==> src/rtl/ascon_block_sequencer.sv <==
// AEAD128 block schedule walker: AD full, AD last, data full, data last, then done pulse (macro ASCON_SEQ_ABORT_EN adds abort_i).
// Latency: first descriptor 1 cycle after start; backpressure: registered descriptor holds while blk_ready_i is low.
module ascon_block_sequencer #(
  parameter int unsigned BLOCK_AW = 8,
  parameter int unsigned PAD_AW   = 4
) (
  input  logic                clk_i,
  input  logic                rst_ni,
  input  logic                start_i,
  input  logic [BLOCK_AW-1:0] ad_blk_no_i,
  input  logic [PAD_AW-1:0]   ad_pad_idx_i,
  input  logic                ad_empty_i,
  input  logic [BLOCK_AW-1:0] di_blk_no_i,
  input  logic [PAD_AW-1:0]   di_pad_idx_i,
`ifdef ASCON_SEQ_ABORT_EN
  input  logic                abort_i,
`endif
  input  logic                blk_ready_i,
  output logic                blk_valid_o,
  output logic                blk_is_ad_o,
  output logic                blk_last_o,
  output logic [BLOCK_AW-1:0] blk_idx_o,
  output logic [PAD_AW-1:0]   blk_pad_idx_o,
  output logic                busy_o,
  output logic                done_o
);

  typedef enum logic [2:0] {
    S_IDLE,
    S_AD_FULL,
    S_AD_LAST,
    S_DI_FULL,
    S_DI_LAST,
    S_DONE
  } state_t;

  localparam logic [BLOCK_AW-1:0] ONE = BLOCK_AW'(1);

  state_t              state_q, state_d;
  logic [BLOCK_AW-1:0] cnt_q, cnt_d;
  logic [BLOCK_AW-1:0] ad_blk_q, di_blk_q;
  logic [PAD_AW-1:0]   ad_pad_q, di_pad_q;

  logic [BLOCK_AW-1:0] ad_blk_s, di_blk_s;
  logic [PAD_AW-1:0]   ad_pad_s, di_pad_s;
  logic                hs, abort;

  logic                vld_d, is_ad_d, last_d;
  logic [BLOCK_AW-1:0] idx_d;
  logic [PAD_AW-1:0]   pad_d;

`ifdef ASCON_SEQ_ABORT_EN
  assign abort = abort_i;
`else
  assign abort = 1'b0;
`endif

  assign hs = blk_valid_o & blk_ready_i;

  // Outputs are registered from state_d, so the first descriptor must see the raw sizes.
  assign ad_blk_s = (state_q == S_IDLE) ? ad_blk_no_i  : ad_blk_q;
  assign ad_pad_s = (state_q == S_IDLE) ? ad_pad_idx_i : ad_pad_q;
  assign di_blk_s = (state_q == S_IDLE) ? di_blk_no_i  : di_blk_q;
  assign di_pad_s = (state_q == S_IDLE) ? di_pad_idx_i : di_pad_q;

  always_comb begin
    state_d = state_q;
    cnt_d   = cnt_q;
    case (state_q)
      S_IDLE: begin
        if (start_i) begin
          cnt_d = '0;
          if (ad_empty_i) state_d = (di_blk_no_i != '0) ? S_DI_FULL : S_DI_LAST;
          else            state_d = (ad_blk_no_i != '0) ? S_AD_FULL : S_AD_LAST;
        end
      end
      S_AD_FULL: begin
        if (hs) begin
          if (cnt_q == ad_blk_q - ONE) begin
            state_d = S_AD_LAST;
            cnt_d   = '0;
          end else begin
            cnt_d = cnt_q + ONE;
          end
        end
      end
      S_AD_LAST: begin
        if (hs) state_d = (di_blk_q != '0) ? S_DI_FULL : S_DI_LAST;
      end
      S_DI_FULL: begin
        if (hs) begin
          if (cnt_q == di_blk_q - ONE) begin
            state_d = S_DI_LAST;
            cnt_d   = '0;
          end else begin
            cnt_d = cnt_q + ONE;
          end
        end
      end
      S_DI_LAST: begin
        if (hs) state_d = S_DONE;
      end
      S_DONE:  state_d = S_IDLE;
      default: state_d = S_IDLE;
    endcase

    // Abort beats a coincident handshake: the descriptor is dropped, not consumed.
    if (abort && (state_q != S_IDLE)) begin
      state_d = S_IDLE;
      cnt_d   = '0;
    end
  end

  always_comb begin
    vld_d   = 1'b0;
    is_ad_d = 1'b0;
    last_d  = 1'b0;
    idx_d   = '0;
    pad_d   = '0;
    case (state_d)
      S_AD_FULL: begin
        vld_d   = 1'b1;
        is_ad_d = 1'b1;
        idx_d   = cnt_d;
      end
      S_AD_LAST: begin
        vld_d   = 1'b1;
        is_ad_d = 1'b1;
        last_d  = 1'b1;
        idx_d   = ad_blk_s;
        pad_d   = ad_pad_s;
      end
      S_DI_FULL: begin
        vld_d = 1'b1;
        idx_d = cnt_d;
      end
      S_DI_LAST: begin
        vld_d  = 1'b1;
        last_d = 1'b1;
        idx_d  = di_blk_s;
        pad_d  = di_pad_s;
      end
      default: ;
    endcase
  end

  always_ff @(posedge clk_i or negedge rst_ni) begin
    if (!rst_ni) begin
      state_q       <= S_IDLE;
      cnt_q         <= '0;
      blk_valid_o   <= 1'b0;
      blk_is_ad_o   <= 1'b0;
      blk_last_o    <= 1'b0;
      blk_idx_o     <= '0;
      blk_pad_idx_o <= '0;
      busy_o        <= 1'b0;
      done_o        <= 1'b0;
    end else begin
      state_q       <= state_d;
      cnt_q         <= cnt_d;
      blk_valid_o   <= vld_d;
      blk_is_ad_o   <= is_ad_d;
      blk_last_o    <= last_d;
      blk_idx_o     <= idx_d;
      blk_pad_idx_o <= pad_d;
      busy_o        <= (state_d != S_IDLE);
      done_o        <= (state_d == S_DONE);
    end
  end

  always_ff @(posedge clk_i or negedge rst_ni) begin
    if (!rst_ni) begin
      ad_blk_q <= '0;
      ad_pad_q <= '0;
      di_blk_q <= '0;
      di_pad_q <= '0;
    end else if ((state_q == S_IDLE) && start_i) begin
      ad_blk_q <= ad_blk_no_i;
      ad_pad_q <= ad_pad_idx_i;
      di_blk_q <= di_blk_no_i;
      di_pad_q <= di_pad_idx_i;
    end
  end

endmodule

==> config.mk <==
export PLATFORM = sky130hd
export DESIGN_NAME = ascon_block_sequencer
export DESIGN_NICKNAME = d
export VERILOG_FILES = /design/src/rtl/ascon_block_sequencer.sv
export SDC_FILE = /design/constraint.sdc
export NUM_CORES = 1
export LEC_CHECK = 0
export CAP_MARGIN = 20
export CORE_MARGIN = 2
export CORE_UTILIZATION = 30
export CTS_CLUSTER_DIAMETER = 40
export CTS_CLUSTER_SIZE = 14
export DETAILED_ROUTE_END_ITERATION = 10
export GPL_TIMING_DRIVEN = 0
export RECOVER_POWER = 100
export SYNTH_ARGS = -nofsm -noshare
export SYNTH_HDL_FRONTEND = slang
export SYNTH_SLANG_ARGS = --single-unit
==> constraint.sdc <==
create_clock -name clk_i -period 4.4 [get_ports clk_i]
set_input_delay 0.88 -clock clk_i [delete_from_list [all_inputs] [get_ports clk_i]]
set_output_delay 0.88 -clock clk_i [all_outputs]
set_load 0.005 [all_outputs]
== Word level (Yosys, flattened, before mapping) ==
Index checks and enable logic that the tools add are counted.
Cells by class
  add/sub/neg operators: 3
  equality and inequality tests: 11
  mux-type cells: 27
  bitwise gates (word level): 1
  reduce and logical (&&, ||, !) cells: 10
Operators with widths (number)
  8-bit 2-to-1 mux: 7
  8-bit one-hot mux with 3 select lines: 2
  3-bit 2-to-1 mux: 10
  8-bit nonzero test: 3
  8-bit == test: 2
  8-bit by 1-bit subtractor with 8-bit output, second input constant: 2
  3-bit one-hot mux with 5 select lines: 1
  3-bit by 2-bit == test with 1-bit output, second input constant: 4
  3-bit == test, second input constant: 3
  8-bit by 1-bit adder with 8-bit output, second input constant: 1
  4-bit 2-to-1 mux: 2
  4-bit one-hot mux with 2 select lines: 1
  3-bit by 1-bit == test with 1-bit output, second input constant: 2
  2-bit OR reduction: 3
  4-bit OR reduction: 1
  3-bit logical NOT: 1
  1-bit 2-to-1 mux: 3
  3-bit nonzero test: 1
  2-bit 2-to-1 mux: 1
  1-bit AND: 1
  1-bit logical AND: 1
Storage, ports and cells
  bits in registers: 52
  bits of input ports: 29
  output and inout bits: 17
  logic and storage cells: 65

== Depth between registers and ports, before layout ==
Gate-level depths: netlist (run 1).
  depth after elaboration: 8
  gate-level depth with buffers: 13
  mapped depth without buffers: 10

== Least setup slack after synthesis (run 1) ==
No wires, ideal clock.
  kind: input to register
  start point: input port di_blk_no_i[3]
  end point: register blk_idx_o[4]
  library setup time: 0.144 ns
  arrival: 2.831 ns
  data required time: 4.256 ns
  setup slack: 1.425 ns
  stages on the path: 10
  path buffers: 2
  cell sequence: or4_1 > nor4_1 > nor2b_1 > o2bb2ai_1 > a41oi_1 > or3b_1 > clkbuf_1 > buf_2 > a21o_1 > o221ai_1
Between the ends
  word-level cells in the longest chain between the ends: 8
  elaborated cells on any way between the ends: 11
  those cells by class: eq/ne: 4; mux: 5; reduce/logical: 2
RTL lines
  start: declaration: RTL line 13  | input logic [BLOCK_AW-1:0] di_blk_no_i,
  8-bit nonzero test *: RTL line 73  | if (ad_empty_i) state_d = (di_blk_no_i != '0) ? S_DI_FULL : S_DI_LAST;
  3-bit 2-to-1 mux * (2 in a row): RTL line 73
  3-bit 2-to-1 mux *: RTL line 71  | if (start_i) begin
  3-bit one-hot mux with 5 select lines *: RTL line 69  | case (state_q)
  3-bit by 2-bit == test with 1-bit output or 3-bit by 1-bit == test with 1-bit output (tied branches): RTL line 120  | case (state_d)
  2-bit OR reduction (no source line)
  8-bit one-hot mux with 3 select lines *: RTL line 120
  net idx_d[4]: RTL line 49  | logic [BLOCK_AW-1:0] idx_d;
  end signal: assignment: RTL line 164  | blk_idx_o <= idx_d;
  end: declaration: RTL line 22  | output logic [BLOCK_AW-1:0] blk_idx_o,
The timed path passes the listed nets; every way through them passes the cells marked *.
A chain may end at the register's enable or synchronous reset.

== Worst setup path in the final report (run 1) ==
Same ends and word-level chain as after synthesis.

==> impl_results.md, run 1 <==
- Outcome: finished, final reports clean
- Post-CTS setup buffers: 0
- Pin count of the biggest net entering global routing: 28
- Yosys cell types: 59
- WL/cell: around 16 um
- Resize count post-CTS: 0
- Leakage: 0.001653 uW
- Synth Register Bits: 52
- Final WS setup: 458.9 ps
- Share of cells above drive strength 1: 0.1122
- Min Tclk post-route: about 3900 ps
- Die H: around 110 um
- Post-Synthesis Cells: approximately 350
- CP Capture Type: flop
- Worst-path clk slew: roughly 100 ps
- Placed cell area: 0.003892 mm^2
- YS warnings: 0
- Ant. Diodes: 0
- Initial DRC Count: 95
- Count of final setup violators: 0
- TritonCTS clock tree: yes
- Die area: ~0.012 mm^2
- Nets: 432
- Worst Tran Pin Value: ~1400 ps
- Post-synthesis sequential area ratio: 0.4002
- TritonCTS Sinks: 52
- Max_slew headroom: 0.03505
- Syn_area_per_cell: 9.371 um^2
- Total grt overflow: 0
- Setup_tns: 0 ps
- IO Count: 46
- RD Place Congestion: 0.8673
- CP Max Fanout: 10
- Crit-path cells: dlygate4sd3_1, or4_1, nor4_1, nor2b_1, o2bb2ai_1, a41oi_1, or3b_1, clkbuf_1, buf_2, a21o_1, o221ai_1
- First-pass GRT wire length: roughly 14000 um
- Startpoint types: input pin
- Post-route ant nets: 0
- Skew-Pair Late Insertion Delay: just over 300 ps
- HP Class: flop to flop
- Max incr delay on CP: a little under 600 ps
- Core area: ~0.011 mm^2
- Syn_nets: ~380
- Area delta synth->final: 19.93%
- Final-report hold violation count: 0
- Syn Std Cell Area: between 0.003 and 0.004 mm^2
- Final cell count without fillers: 541
- WP data arrival: about 4100 ps
- Post-DP HPWL: ~6800 um
- Initial antenna violation count: 0
- Vias per std cell: 5.085
- Hold Crit Depth: 1
- Crit path depth: 11
- All-layer global routing usage: 0.1600
- Max IR drop VDD: ~0.00026 V
- Number of global-route vias before repair: between 2000 and 3000
- Ys flop type: dfrtp_1
- Row cnt: 38
- Die Wd: ~110 um
- Final instance area: ~0.0039 mm^2
- Clk buf depth: 2
- Number of flops mapped to enable cells by yosys: 0
- Power per Cell Area: ~630 mW/mm^2
- Period utilization: 0.8957
- Clock Tree Root: clkbuf_8
- Post-CTS Hold Buffers: 0
- DR vias: around 2800
- Critical path class: input pin to flop
- Buf/Inv on CP: 3
- Total CTS buffers: 5
- CTS H-tree lvls: 2
- Fmax: between 0.2 and 0.3 GHz
- Dpl cells: about 530
- Number of I/O port buffers: 45
- RSZ-0062 raised after global routing: no
- # DRC: 0
- Max Cap Viol: 0
- DRT Wirelength: roughly 9000 um
- Initial core utilization: 0.3040
- Placement Setup Slack: 303.4 ps
- Slew Viols, Final: 0
- Layout Skew: 7.494 ps
- 1st-pass router iterations: 4
- FFs w/ async S/R, synth: 1.000
- Worst path required time: about 4600 ps
- CP max stage cell: dlygate4sd3_1
- Reg2reg path depth: 10
- Delay-heaviest family, CP: simple AND/OR/NAND/NOR gates
## cell usage after synthesis (4+ instances only)
cell,n,share of area
dfrtp_1,52,0.40
nand2_1,47,0.054
inv_1,19,0.022
nor2_1,18,0.021
mux2_2,17,0.059
clkbuf_1,14,0.016
mux2i_1,14,0.043
xnor2_1,12,0.032
a21oi_1,11,0.017
o21ai_0,11,0.017
nand3_1,8,0.012
nor3_1,8,0.012
a21o_1,7,0.016
and2_1,6,0.012
buf_2,6,0.0092
or2_2,6,0.012
xor2_1,6,0.016
and3_1,5,0.0096
nor4_1,5,0.0096
o221ai_1,5,0.013
nand4_1,4,0.0077
nor2b_1,4,0.0077
o21a_1,4,0.0092
o221ai_2,4,0.018
o22ai_2,4,0.015
or3_1,4,0.0077
or4_1,4,0.0092
## registers in the layout (all words and copies together), names as in the netlist
register       cells
ad_blk_q           8
blk_idx_o          8
cnt_q              8
di_blk_q           8
ad_pad_q           4
blk_pad_idx_o      4
di_pad_q           4
state_q            3
blk_is_ad_o        1
blk_last_o         1
blk_valid_o        1
busy_o             1
done_o             1
## routing by layer
layer / vias to the layer above / global-route usage / part of all wire
met1: 1320 / 0.2083 / 0.46
li1: 1335 / - / -
met4: 0 / 0.05403 / 0.019
met3: 13 / 0.03074 / 0.053
met2: 83 / 0.2664 / 0.47
met5: - / 0 / 0
## metrics by stage
stage / hold slack, ps / power, uW / utilization
3_5_place_dp: 499.3 / 2232 / 0.3639
5_1_grt: 544.5 / 2650 / 0.3646
4_1_cts: 523.2 / 2528 / 0.3722
3_3_place_gp: 489.2 / 2205 / 0.3625
6_report: 516.9 / 2455 / 0.3646
2_1_floorplan: 480.0 / 1780 / -
## worst reg2reg max path, delay by kind of cell, from the launching register on
kind	cells	cell delay (ps)
adder cells (fa/ha/maj)	1	210
flip-flops	1	420
AO/OA/AOI/OAI	3	660
buffers and inverters	3	530
AND/OR/NAND/NOR	3	1490
## report_power, final
part / internal, uW / total (uW) / switching, uW
Combinational: 603 / 1340 / 738
Sequential: 669 / 831 / 162
Clock: 114 / 283 / 169
## worst paths after layout
| path | endpoint | start | slack (ps) |
|---|---|---|---|
| worst max-delay path | blk_idx_o[4] | di_blk_no_i[3] | 460 |
| worst min-delay path | di_pad_q[3] | di_pad_q[3] | 520 |
| worst max register to register | blk_idx_o[1] | di_blk_q[0] | 980 |
| worst min register to register | di_pad_q[3] | di_pad_q[3] | 520 |
| max in group asynchronous | cnt_q[1] | rst_ni | 1550 |
| min in group asynchronous | di_pad_q[2] | rst_ni | 880 |
## logic make-up (layout without fill, tap and decap cells)
| kind of cell | Yosys count | after routing | synth area share |
|---|---|---|---|
| adders and majority gates | 3 | 3 | 0.01154 |
| and+or+nand+nor | 126 | 126 | 0.1928 |
| AOI/OAI and AO/OA | 72 | 72 | 0.1793 |
| buffers and inverters | 44 | 98 | 0.05887 |
| xor gates and xnor gates | 19 | 19 | 0.05541 |
| muxes | 31 | 31 | 0.1020 |
| DFF | 52 | 52 | 0.4002 |
## layout by cell type (no fill, tap or decap), types with 11 or more instances in the layout
master,count
dfrtp_1,52
nand2_1,47
clkdlybuf4s50_1,25
clkbuf_1,20
inv_1,19
dlygate4sd3_1,19
nor2_1,18
mux2_2,17
mux2i_1,14
xnor2_1,12
a21oi_1,12
o21ai_0,11
## final cells by class
class / count / area [um^2]
Buffer: 25 / 111.4
Clock buffer: 6 / 72.57
Clock inverter: 2 / 16.27
Fill cell: 1117 / 6798
Inverter: 19 / 71.32
Multi-Input combinational cell: 251 / 1704
Sequential cell: 52 / 1301
Tap cell: 140 / 175.2
Timing Repair Buffer: 46 / 447.9
(Power assumes the default switching activity.)
==> run 2, diff against run 1 <==
- clock period: 4.4 -> 4.93 ns (I/O delays scaled with it)
==> impl_results.md, run 2 (same netlist as run 1, synthesis figures left out) <==
- Post-route ant nets: 0
- Max Cap Viol: 0
- Commonest non-fill, non-tap cell in the layout: dfrtp_1
- Initial antenna violation count: 0
- Die Wd: between 100 and 150 um
- Setup_tns: 0 ps
- CP Max Fanout: 10
- Clk buf depth: 2
- Die H: approximately 110 um
- CTS H-tree lvls: 2
- Clock Tree Root: clkbuf_8
- Die area: ~0.012 mm^2
- Max incr delay on CP: 580 ps
- CP Capture Type: flop
- Initial core utilization: 0.3040
- Post-CTS setup buffers: 0
- RSZ-0062 raised after global routing: no
- Critical path class: input pin to flop
- Slew Viols, Final: 0
- Period utilization: 0.8742
- Row cnt: 38
- Min-delay src: di_pad_q[3]
- Min Tclk post-route: approximately 4300 ps
- Post-CTS Hold Buffers: 0
- RD Place Congestion: 0.8673
- Outcome: finished, final reports clean
- Worst Tran Pin Value: 1444 ps
- First-pass GRT wire length: between 10000 and 15000 um
- P_int: about 1200 uW
- CP max stage cell: dlygate4sd3_1
- Dpl cells: about 530
- Vias per std cell: between 5 and 6
- DRT Wirelength: 8801 um
- Reg power frac: 0.337
- DR vias: ~2700
- Reg2reg path depth: 13
- TritonCTS clock tree: yes
- Power per Cell Area: about 560 mW/mm^2
- Switching Share: 0.4363
- Number of I/O port buffers: 45
- Core area: 0.01070 mm^2
- Number of global-route vias before repair: 2817
- Share of cells above drive strength 1: 0.1147
- Skew-Pair Late Insertion Delay: a little over 300 ps
- Initial DRC Count: between 100 and 150
- Total CTS buffers: 5
- Fmax: around 0.23 GHz
- Crit path to: blk_idx_o[4]
- Post-DP HPWL: around 6800 um
- IO Count: between 40 and 50
- Clock power frac: 0.115
- Area delta synth->final: 20.43%
- WL/cell: about 16 um
- Crit path top cell by count: clkbuf_1
- Pin count of the biggest net entering global routing: 28
- Startpoint types: input pin
- Worst-path clk slew: approximately 100 ps
- RR Startpoint: ad_blk_q[0]
- Max IR drop VDD: about 0.00023 V
- TritonCTS Sinks: 52
- Count of final setup violators: 0
- Worst path required time: 5090 ps
- Critical R2R Capture: blk_idx_o[4]
- Nets: between 400 and 500
- Net Sw Power: roughly 960 uW
- WP data arrival: about 4500 ps
- Crit-path cells: dlygate4sd3_1, or4_1, nor4_1, nor2b_1, o2bb2ai_1, a41oi_1, or3b_1, clkbuf_1, clkbuf_1, a21o_1, o221ai_1
- Most frequent cells in the layout: dfrtp_1 (52), nand2_1 (47), clkdlybuf4s50_1 (25)
- Combinational Power Share: 0.548
- All-layer global routing usage: 0.1600
- HP Class: flop to flop
- Leakage: between 0.0015 and 0.002 uW
- Max_slew headroom: 0.03701
- R2R Setup Slk: about 1300 ps
- Final cell count without fillers: between 500 and 600
- Total grt overflow: 0
- Resize count post-CTS: 0
- 1st-pass router iterations: 4
- # DRC: 0
- Layout Skew: 8.357 ps
- Ant. Diodes: 0
- Setup crit start: di_blk_no_i[3]
- Final-report hold violation count: 0
-- run 2: worst min-delay path by stage --
stage | end | slack (ps) | cells past startpoint
5_1_grt | di_pad_q[3] | 540 | 1
3_5_place_dp | di_pad_q[3] | 500 | 1
2_1_floorplan | ad_pad_q[2] | 480 | 1
6_report | di_pad_q[3] | 520 | 1
3_3_place_gp | di_pad_q[1] | 490 | 1
4_1_cts | di_pad_q[3] | 520 | 1
-- run 2: stage by stage --
| stage | power [uW] | area [um^2] | setup slack, ps | hold WS [ps] | utilization |
|---|---|---|---|---|---|
| after floorplan | 1589 | 3252 | 1849 | 480.0 | - |
| after global placement | 1968 | 3877 | 764.3 | 489.2 | 0.3625 |
| after detailed placement | 1992 | 3892 | 727.4 | 499.3 | 0.3639 |
| after CTS | 2257 | 3981 | 1046 | 523.2 | 0.3722 |
| after global routing | 2378 | 3916 | 411.1 | 544.5 | 0.3661 |
| final | 2200 | 3916 | 620.2 | 517.6 | 0.3661 |
-- run 2: area by class of cell --
type | instances | area, um^2
clock buffers | 6 | 72.57
repair buffers | 46 | 447.9
clock inverters | 2 | 16.27
flip-flops and latches | 52 | 1301
inverters | 19 | 71.32
multi-input cells | 251 | 1723
well taps | 140 | 175.2
plain buffers | 25 | 108.9
fillers | 1113 | 6782
-- run 2: critical path: cells and delay by family --
family	cells	cell delay, ps
compound gates	4	720
simple gates	4	1370
buf+inv	3	1390
-- run 2: routing by layer --
metal,track usage,part of all wire,vias to the layer above
met5,0,0,-
met4,0.05403,0.023,0
met3,0.03074,0.055,15
met2,0.2664,0.47,84
met1,0.2083,0.46,1307
li1,-,-,1334
-- run 2: power by group through the flow --
stage	logic (uW)	registers, uW	clock network, uW
floorplan	878	711	0
global placement	1220	746	0
detailed placement	1240	750	0
CTS	1250	745	262
global route	1340	768	273
finish	1200	742	253
